## src/rtl/inst_prefetch.sv

```systemverilog
// Instruction prefetch unit: fetches words one request at a time into a small
// queue and redirects the fetch stream on branches and jumps taken by the consumer.
`timescale 1ns/1ps
module inst_prefetch #(
  parameter logic [31:0] RESET_PC = 32'h0000_0000,
  parameter int          DEPTH    = 4
) (
  input  logic        Clk,
  input  logic        Clr,
  output logic        Imem_req,
  output logic [31:0] Imem_addr,
  input  logic        Imem_ack,
  input  logic [31:0] Imem_rdata,
  output logic [31:0] Instrunction,
  output logic [31:0] Inst_pc,
  output logic        Inst_valid,
  input  logic        Inst_ready,
  input  logic [1:0]  Pcsrc,
  input  logic [31:0] Extimm
);

  localparam int PW = (DEPTH > 1) ? $clog2(DEPTH) : 1;
  localparam int CW = $clog2(DEPTH + 1);
  localparam logic [CW-1:0] DEPTH_C = CW'(DEPTH);
  localparam logic [PW-1:0] LAST_PTR = PW'(DEPTH - 1);

  localparam logic [1:0] ST_IDLE  = 2'd0;
  localparam logic [1:0] ST_REQ   = 2'd1;
  localparam logic [1:0] ST_FLUSH = 2'd2;

  logic [1:0]    state;
  logic [31:0]   fetch_pc;
  logic [31:0]   req_addr;
  logic [PW-1:0] rd_ptr;
  logic [PW-1:0] wr_ptr;
  logic [CW-1:0] count;
  logic [31:0]   q_inst [DEPTH];
  logic [31:0]   q_pc   [DEPTH];

  logic        handshake;
  logic        redirect;
  logic        push;
  logic        pop;
  logic        issue;
  logic [31:0] pc_plus4;
  logic [31:0] branch_target;
  logic [31:0] jump_target;
  logic [31:0] target;

  // The head is masked while empty so stale queue contents never leak out.
  always_comb begin
    Inst_valid    = (count != '0);
    Instrunction  = Inst_valid ? q_inst[rd_ptr] : 32'h0;
    Inst_pc       = Inst_valid ? q_pc[rd_ptr] : 32'h0;
    Imem_req      = (state != ST_IDLE);
    Imem_addr     = req_addr;

    handshake     = Inst_valid & Inst_ready;
    redirect      = handshake & ((Pcsrc == 2'b01) | (Pcsrc == 2'b10));
    pc_plus4      = Inst_pc + 32'd4;
    branch_target = pc_plus4 + (Extimm << 2);
    jump_target   = {pc_plus4[31:28], Instrunction[25:0], 2'b00};
    target        = (Pcsrc == 2'b01) ? branch_target : jump_target;

    push          = (state == ST_REQ) & Imem_ack & ~redirect;
    pop           = handshake & ~redirect;
    issue         = (state == ST_IDLE) & (count < DEPTH_C) & ~redirect;
  end

  always_ff @(posedge Clk) begin
    if (Clr) begin
      state    <= ST_IDLE;
      fetch_pc <= RESET_PC;
      req_addr <= RESET_PC;
      count    <= '0;
      rd_ptr   <= '0;
      wr_ptr   <= '0;
    end else begin
      case (state)
        ST_IDLE: begin
          if (issue) begin
            state    <= ST_REQ;
            req_addr <= fetch_pc;
          end
        end
        // A redirect while the read is still in flight parks in FLUSH so the
        // returning word can be swallowed without disturbing the bus.
        ST_REQ: begin
          if (redirect)
            state <= Imem_ack ? ST_IDLE : ST_FLUSH;
          else if (Imem_ack)
            state <= ST_IDLE;
        end
        ST_FLUSH: begin
          if (Imem_ack)
            state <= ST_IDLE;
        end
        default: state <= ST_IDLE;
      endcase

      if (redirect)
        fetch_pc <= target;
      else if (push)
        fetch_pc <= fetch_pc + 32'd4;

      if (redirect) begin
        count  <= '0;
        rd_ptr <= '0;
        wr_ptr <= '0;
      end else begin
        if (push)
          wr_ptr <= (wr_ptr == LAST_PTR) ? '0 : wr_ptr + 1'b1;
        if (pop)
          rd_ptr <= (rd_ptr == LAST_PTR) ? '0 : rd_ptr + 1'b1;
        case ({push, pop})
          2'b10:   count <= count + 1'b1;
          2'b01:   count <= count - 1'b1;
          default: count <= count;
        endcase
      end
    end
  end

  always_ff @(posedge Clk) begin
    if (!Clr && push) begin
      q_inst[wr_ptr] <= Imem_rdata;
      q_pc[wr_ptr]   <= fetch_pc;
    end
  end

endmodule

```

## config.mk

```make
export PLATFORM = sky130hd
export DESIGN_NAME = inst_prefetch
export DESIGN_NICKNAME = d
export VERILOG_FILES = /design/src/rtl/inst_prefetch.sv
export SDC_FILE = /design/constraint.sdc
export NUM_CORES = 1
export LEC_CHECK = 0
export ABC_AREA = 1
export ABC_CLOCK_PERIOD_IN_PS = 8200
export BUFFER_PORTS_ARGS = -buffer_cell sky130_fd_sc_hd__buf_4
export CAP_MARGIN = 20
export CORE_MARGIN = 3
export CORE_UTILIZATION = 50
export DETAILED_ROUTE_END_ITERATION = 8
export GPL_TIMING_DRIVEN = 0
export MAX_ROUTING_LAYER = met4
export PLACE_DENSITY_LB_ADDON = 0.08
export SLEW_MARGIN = 30
export SYNTH_ARGS = -nofsm -noshare
export SYNTH_HDL_FRONTEND = slang
export SYNTH_SLANG_ARGS = --single-unit
```

## constraint.sdc

```tcl
create_clock -name Clk -period 8.2 [get_ports Clk]
set_input_delay 0.41 -clock Clk [delete_from_list [all_inputs] [get_ports Clk]]
set_output_delay 0.41 -clock Clk [all_outputs]
set_load 0.05 [all_outputs]
```

Word-level counts from Yosys, hierarchy flattened
Memories as Yosys holds them, arrays and structs flattened. A register that Yosys moved wholly into a read port is not among the register bits. Cells that the tools add are included.

Register bits: 73. Bits in writable memories: 256. Input port bits: 70. Output and inout bits: 98. Memories: 2.

Memory list: q_inst (depth 4, width 32, read ports 1, clocked after memory_dff 1, wr ports 1, line 37) `logic [31:0] q_inst [DEPTH];`; q_pc (depth 4, width 32, read ports 1, clocked after memory_dff 1, wr ports 1, line 38) `logic [31:0] q_pc [DEPTH];`.

Add/subtract/negate cells: 7. Magnitude comparators: 1. Equality and inequality tests: 9. Muxes and demuxes: 19. Bitwise gates (word level): 9. Reductions and logical operators: 9.

Operator list (number): $mux W32 (5); $add A32 B3 Y32 const B (2); $add A32 B32 Y32 (1); $mux W2 (10); $eq A2 B2 Y1 const B (5); $and A1 B1 Y1 (7); $eq A2 B1 Y1 const B (3); $pmux W2 S3 (1); $pmux W3 S2 (1); $reduce_bool A2 Y1 (3); $add A2 B1 Y2 const B (2); $add A3 B1 Y3 const B (1); $lt A3 B3 Y1 const B (1); $reduce_bool A3 Y1 (1); $sub A3 B1 Y3 const B (1); $logic_not A2 Y1 (1); $mux W1 (2); $ne A2 B2 Y1 const B (1); $reduce_and A2 Y1 (1); $reduce_or A2 Y1 (1); $logic_and A1 B1 Y1 (1); $logic_not A1 Y1 (1); $not A1 Y1 (1); $or A1 B1 Y1 (1).

Depth between registers and ports, before layout
Depth in word-level cells: 8. Gate-level depth with buffers: 35. Mapped depth without buffers: 33.

Least setup slack after synthesis
No wires, ideal clock.

Kind: input port to flip-flop. Start: input Pcsrc[1]. End: memory q_inst[0][0], enable pin. Arrival time: 3.969 ns. Setup slack: 3.745 ns. Cell stages on the path: 9. Cell sequence: inv_1 > ha_1 > nor3_2 > inv_1 > buf_2 > nand2_1 > inv_1 > nand2_1 > nor2_1.

Word-level cells in the longest chain between the ends: 8. Elaborated cells between the ends (all ways): 9. Classes of those cells: eq/ne (2); mux (2); bitwise (4); reduce/logical (1).

Ends and longest elaborated chain: from (decl) (line 18) `input logic [1:0] Pcsrc,`; $eq A2 B1 Y1 or $eq A2 B2 Y1 (tied branches) (line 59) `redirect = handshake & ((Pcsrc == 2'b01) | (Pcsrc == 2'b10));`; $or A1 B1 Y1 (*) (line 59); $and A1 B1 Y1 (*) (line 59); $not A1 Y1 (*) (line 65) `push = (state == ST_REQ) & Imem_ack & ~redirect;`; $and A1 B1 Y1 (*) (line 65); $logic_and A1 B1 Y1 (*) (line 125) `if (!Clr && push) begin`; $mux W1 (*) (line 125); $mux W1 (not written as such) (*) (line 126) `q_inst[wr_ptr] <= Imem_rdata;`; to (decl) (line 37).

Every way passes the cells marked *; elsewhere a longest branch is shown, timed or not.

==> results.md <==
* Final min period at 4.96 ns
* Worst-case clock skew at 0.0259 ns
* Clock sinks at 331
* Root buffer selected by CTS: clkbuf_16
* Clock transition at the registers of the reported paths at 0.06 ns
* Number of optimization iterations in the first detailed-route pass at 5
* Number of buffer cells added on primary ports at 165
* Final routed DRC violation total at 0
* CTS tree: built
* Timing-limited maximum frequency at 202 MHz
* Leak at 0.00809 uW
* Height of the chip at 189 um
* Initial detailed-routing violation count at 1,061
* Cell with the largest stage delay on the worst path: dfxtp_1
* Largest net degree at the start of global routing at 20
* Avg Synthesized Cell Area at 9.16 sq um
* Top cell types by occurrence after synthesis: nand2_1, edfxtp_1, nor2_1
* Final net count at 2,154
* Antenna violations before repair at 0
* Max incr delay on CP at 0.47 ns
* Count of standard-cell rows at 66
* Top_reg_cell synth: edfxtp_1
* Detail Placement HPWL at 41.6 mm
* Class of the worst hold path: in2reg
* Number of violations of the max-capacitance limit at 0
* Final Setup Violations at 0
* Post-CTS repair timing setup buffer count at 0
* Final clock period utilization by the worst path at 60.4%
* Worst Reg2Reg Path Length in Cells at 28
* Number of antenna-violating nets in the routed design at 0
* Fin Setup TNS at 0 ns
* TritonCTS buffer count at 35
* DRT Wirelength at 54.4 mm
* Clock Tree Buf Depth at 3
* Worst Tran Pin Value at 1.07 ns
* Sequential share of the synthesized area at 55.0%
* Floorplan die width at 189 um
* Number of failing hold endpoints at the final stage at 0
* Cell depth of the worst hold path at 1
* Area growth from synthesis to layout at 20.0%
* Crit end category: register
* Via total after detailed routing at 13,821
* Dominant delay contributor by cell family on the critical path: simple AND/OR/NAND/NOR gates
* Post-detailed-route via-to-cell ratio at 5.51
* Initial Util at 51.1%
* Category of the critical setup timing path: reg2reg
* Unrepaired setup endpoints after global routing: no
* Number of synthesized register bits at 331
* CTS-repair resized insts at 0
* Timing endpoint of the critical path: fetch_pc[31]$_SDFFE_PP0P_
* Cell type contributing the most total cell area after synthesis: edfxtp_1
* Final Max Tran Viols at 0
* Total I/O pin count at 168
* Standard cell core area at 32,700 sq um
* Category of the worst setup path launch point: register
* Most frequent cell on the critical path: nand2_1
* Most used standard cell by instance count after synthesis: nand2_1
* Number of flops mapped to enable cells by yosys at 256
* Crit path buf inv count at 5
* Instance count of the mapped netlist at 1,824
* Top cells by area, synth: edfxtp_1, dfxtp_1, nand2_1
* Critical path depth at 28
* Maximum fanout along the worst path at 10
* Data arrival, critical path at 5.32 ns
* Fraction of post-synthesis cell area in the top cell type by area at 46.0%
* Slew Limit Headroom at 28.1%
* Hold buffer count at CTS at 0
* Overflow left after global routing at 0
* Area of the die at 35,700 sq um
* Diodes inserted at 0
* Register-to-Register Setup Slack at 3.24 ns
* Outcome: finished, final reports clean
* Total global-route track usage at 31.1%
* Endpoint of the lowest-slack register-to-register path: fetch_pc[31]$_SDFFE_PP0P_
* Share of synthesized registers carrying an async set or reset at 0%
* Share of layout cells above drive strength 1 at 16.6%
* Required time reported for the critical path endpoint at 8.56 ns
* Post-Synthesis Net Count at 1,938
* Global-route wire length before repair at 81.0 mm
* Clock latency on the worst-skew pair at 0.52 ns
* Synth unique cells at 50
* Number of warnings issued by yosys at 0
* H-Tree Depth at 2
* Via count of the first global-routing pass at 13,426
* Post-synthesis instance area at 16,700 sq um
* Maximum vdd drop at 177 uV
* Post-detailed-route wirelength per cell at 21.7 um
* Total power per unit cell area at 248 nW/um^2
* RePlAce Congestion at 0.996
* Final Core Density at 61.3%
[state kept, by name, summed over array words and instances, names as in the netlist, named ones only]
register   count
Imem_addr     32
rd_ptr         2
wr_ptr         2
q_pc         128
state          2
q_inst       128
fetch_pc      32
count          3
[cells in the final DEF, fill, tap and decap left out, drive strengths merged, types with 5 or more instances in the layout]
cell type / instances
o211ai: 7
nor3: 26
xor2: 46
o22ai: 15
ha: 42
o21ai: 180
clkinv: 9
nor4: 9
nand4: 16
a31oi: 7
edfxtp: 256
xnor2: 14
a211oi: 7
nand3b: 5
buf: 220
nor2: 256
nand2: 352
dfxtp: 75
a21oi: 139
clkbuf: 91
nand3: 97
inv: 172
[worst min-delay path by stage]
stage | start | endpoint | slack (ns)
5_1_grt | Imem_rdata[9] | q_inst[0][9]$_DFFE_PP_ | 0.07
3_5_place_dp | state[0]$_SDFFE_PP0P_ | state[1]$_SDFFE_PP0P_ | 0.48
6_report | Imem_rdata[31] | q_inst[0][31]$_DFFE_PP_ | 0.08
3_3_place_gp | state[0]$_SDFFE_PP0P_ | state[1]$_SDFFE_PP0P_ | 0.46
2_1_floorplan | state[0]$_SDFFE_PP0P_ | state[1]$_SDFFE_PP0P_ | 0.45
4_1_cts | Imem_rdata[3] | q_inst[1][3]$_DFFE_PP_ | 0.07
[area by class of cell]
class	instances	area (sq um)
multi-input combinational	1242	6480
sequential	331	9190
fill	2912	12600
tap	442	553
timing repair buffer	179	1610
buffer	78	417
clock buffer	54	1050
clock inverter	10	95.1
inverter	173	654
[cell families after synthesis]
family                   count (synthesis)  share of synthesized area, %
flip-flops                             331                          55.0
adder cells (fa/ha/maj)                 44                          3.38
AO/OA/AOI/OAI                          371                          11.9
XOR/XNOR                                60                          3.14
AND/OR/NAND/NOR                        767                          20.1
buffers and inverters                  251                          6.41
[metal layers]
metal,track usage [%],vias up,routed length [um]
met5,-,-,0
met4,11.9,0,2330
met3,4.87,110,4090
met2,51.1,561,26000
met1,38.9,6519,22000
li1,-,6631,-
[stage by stage]
| stage | instances | instance area [sq um] | setup slack (ns) | total power, uW | hold slack (ns) |
|---|---|---|---|---|---|
| finish | 2509 | 20100 | 3.24 | 4970 | 0.0818 |
| global route | 2509 | 20100 | 2.99 | 5160 | 0.0747 |
| CTS | 2509 | 20100 | 3.32 | 4970 | 0.0689 |
| detailed placement | 2445 | 18900 | 3.35 | 3420 | 0.479 |
| global placement | 2431 | 18500 | 0.635 | 3400 | 0.461 |
| floorplan | 1824 | 16700 | 3.74 | 2900 | 0.452 |
[where the power goes]
part / total, uW / internal [uW] / switching (uW) / leakage, uW
Clock: 1560 / 925 / 635 / 0.000566
Combinational: 1380 / 378 / 1010 / 0.00458
Sequential: 2030 / 1920 / 102 / 0.00294
Total: 4970 / 3230 / 1740 / 0.00809
Power figures use the tool's default switching activity.
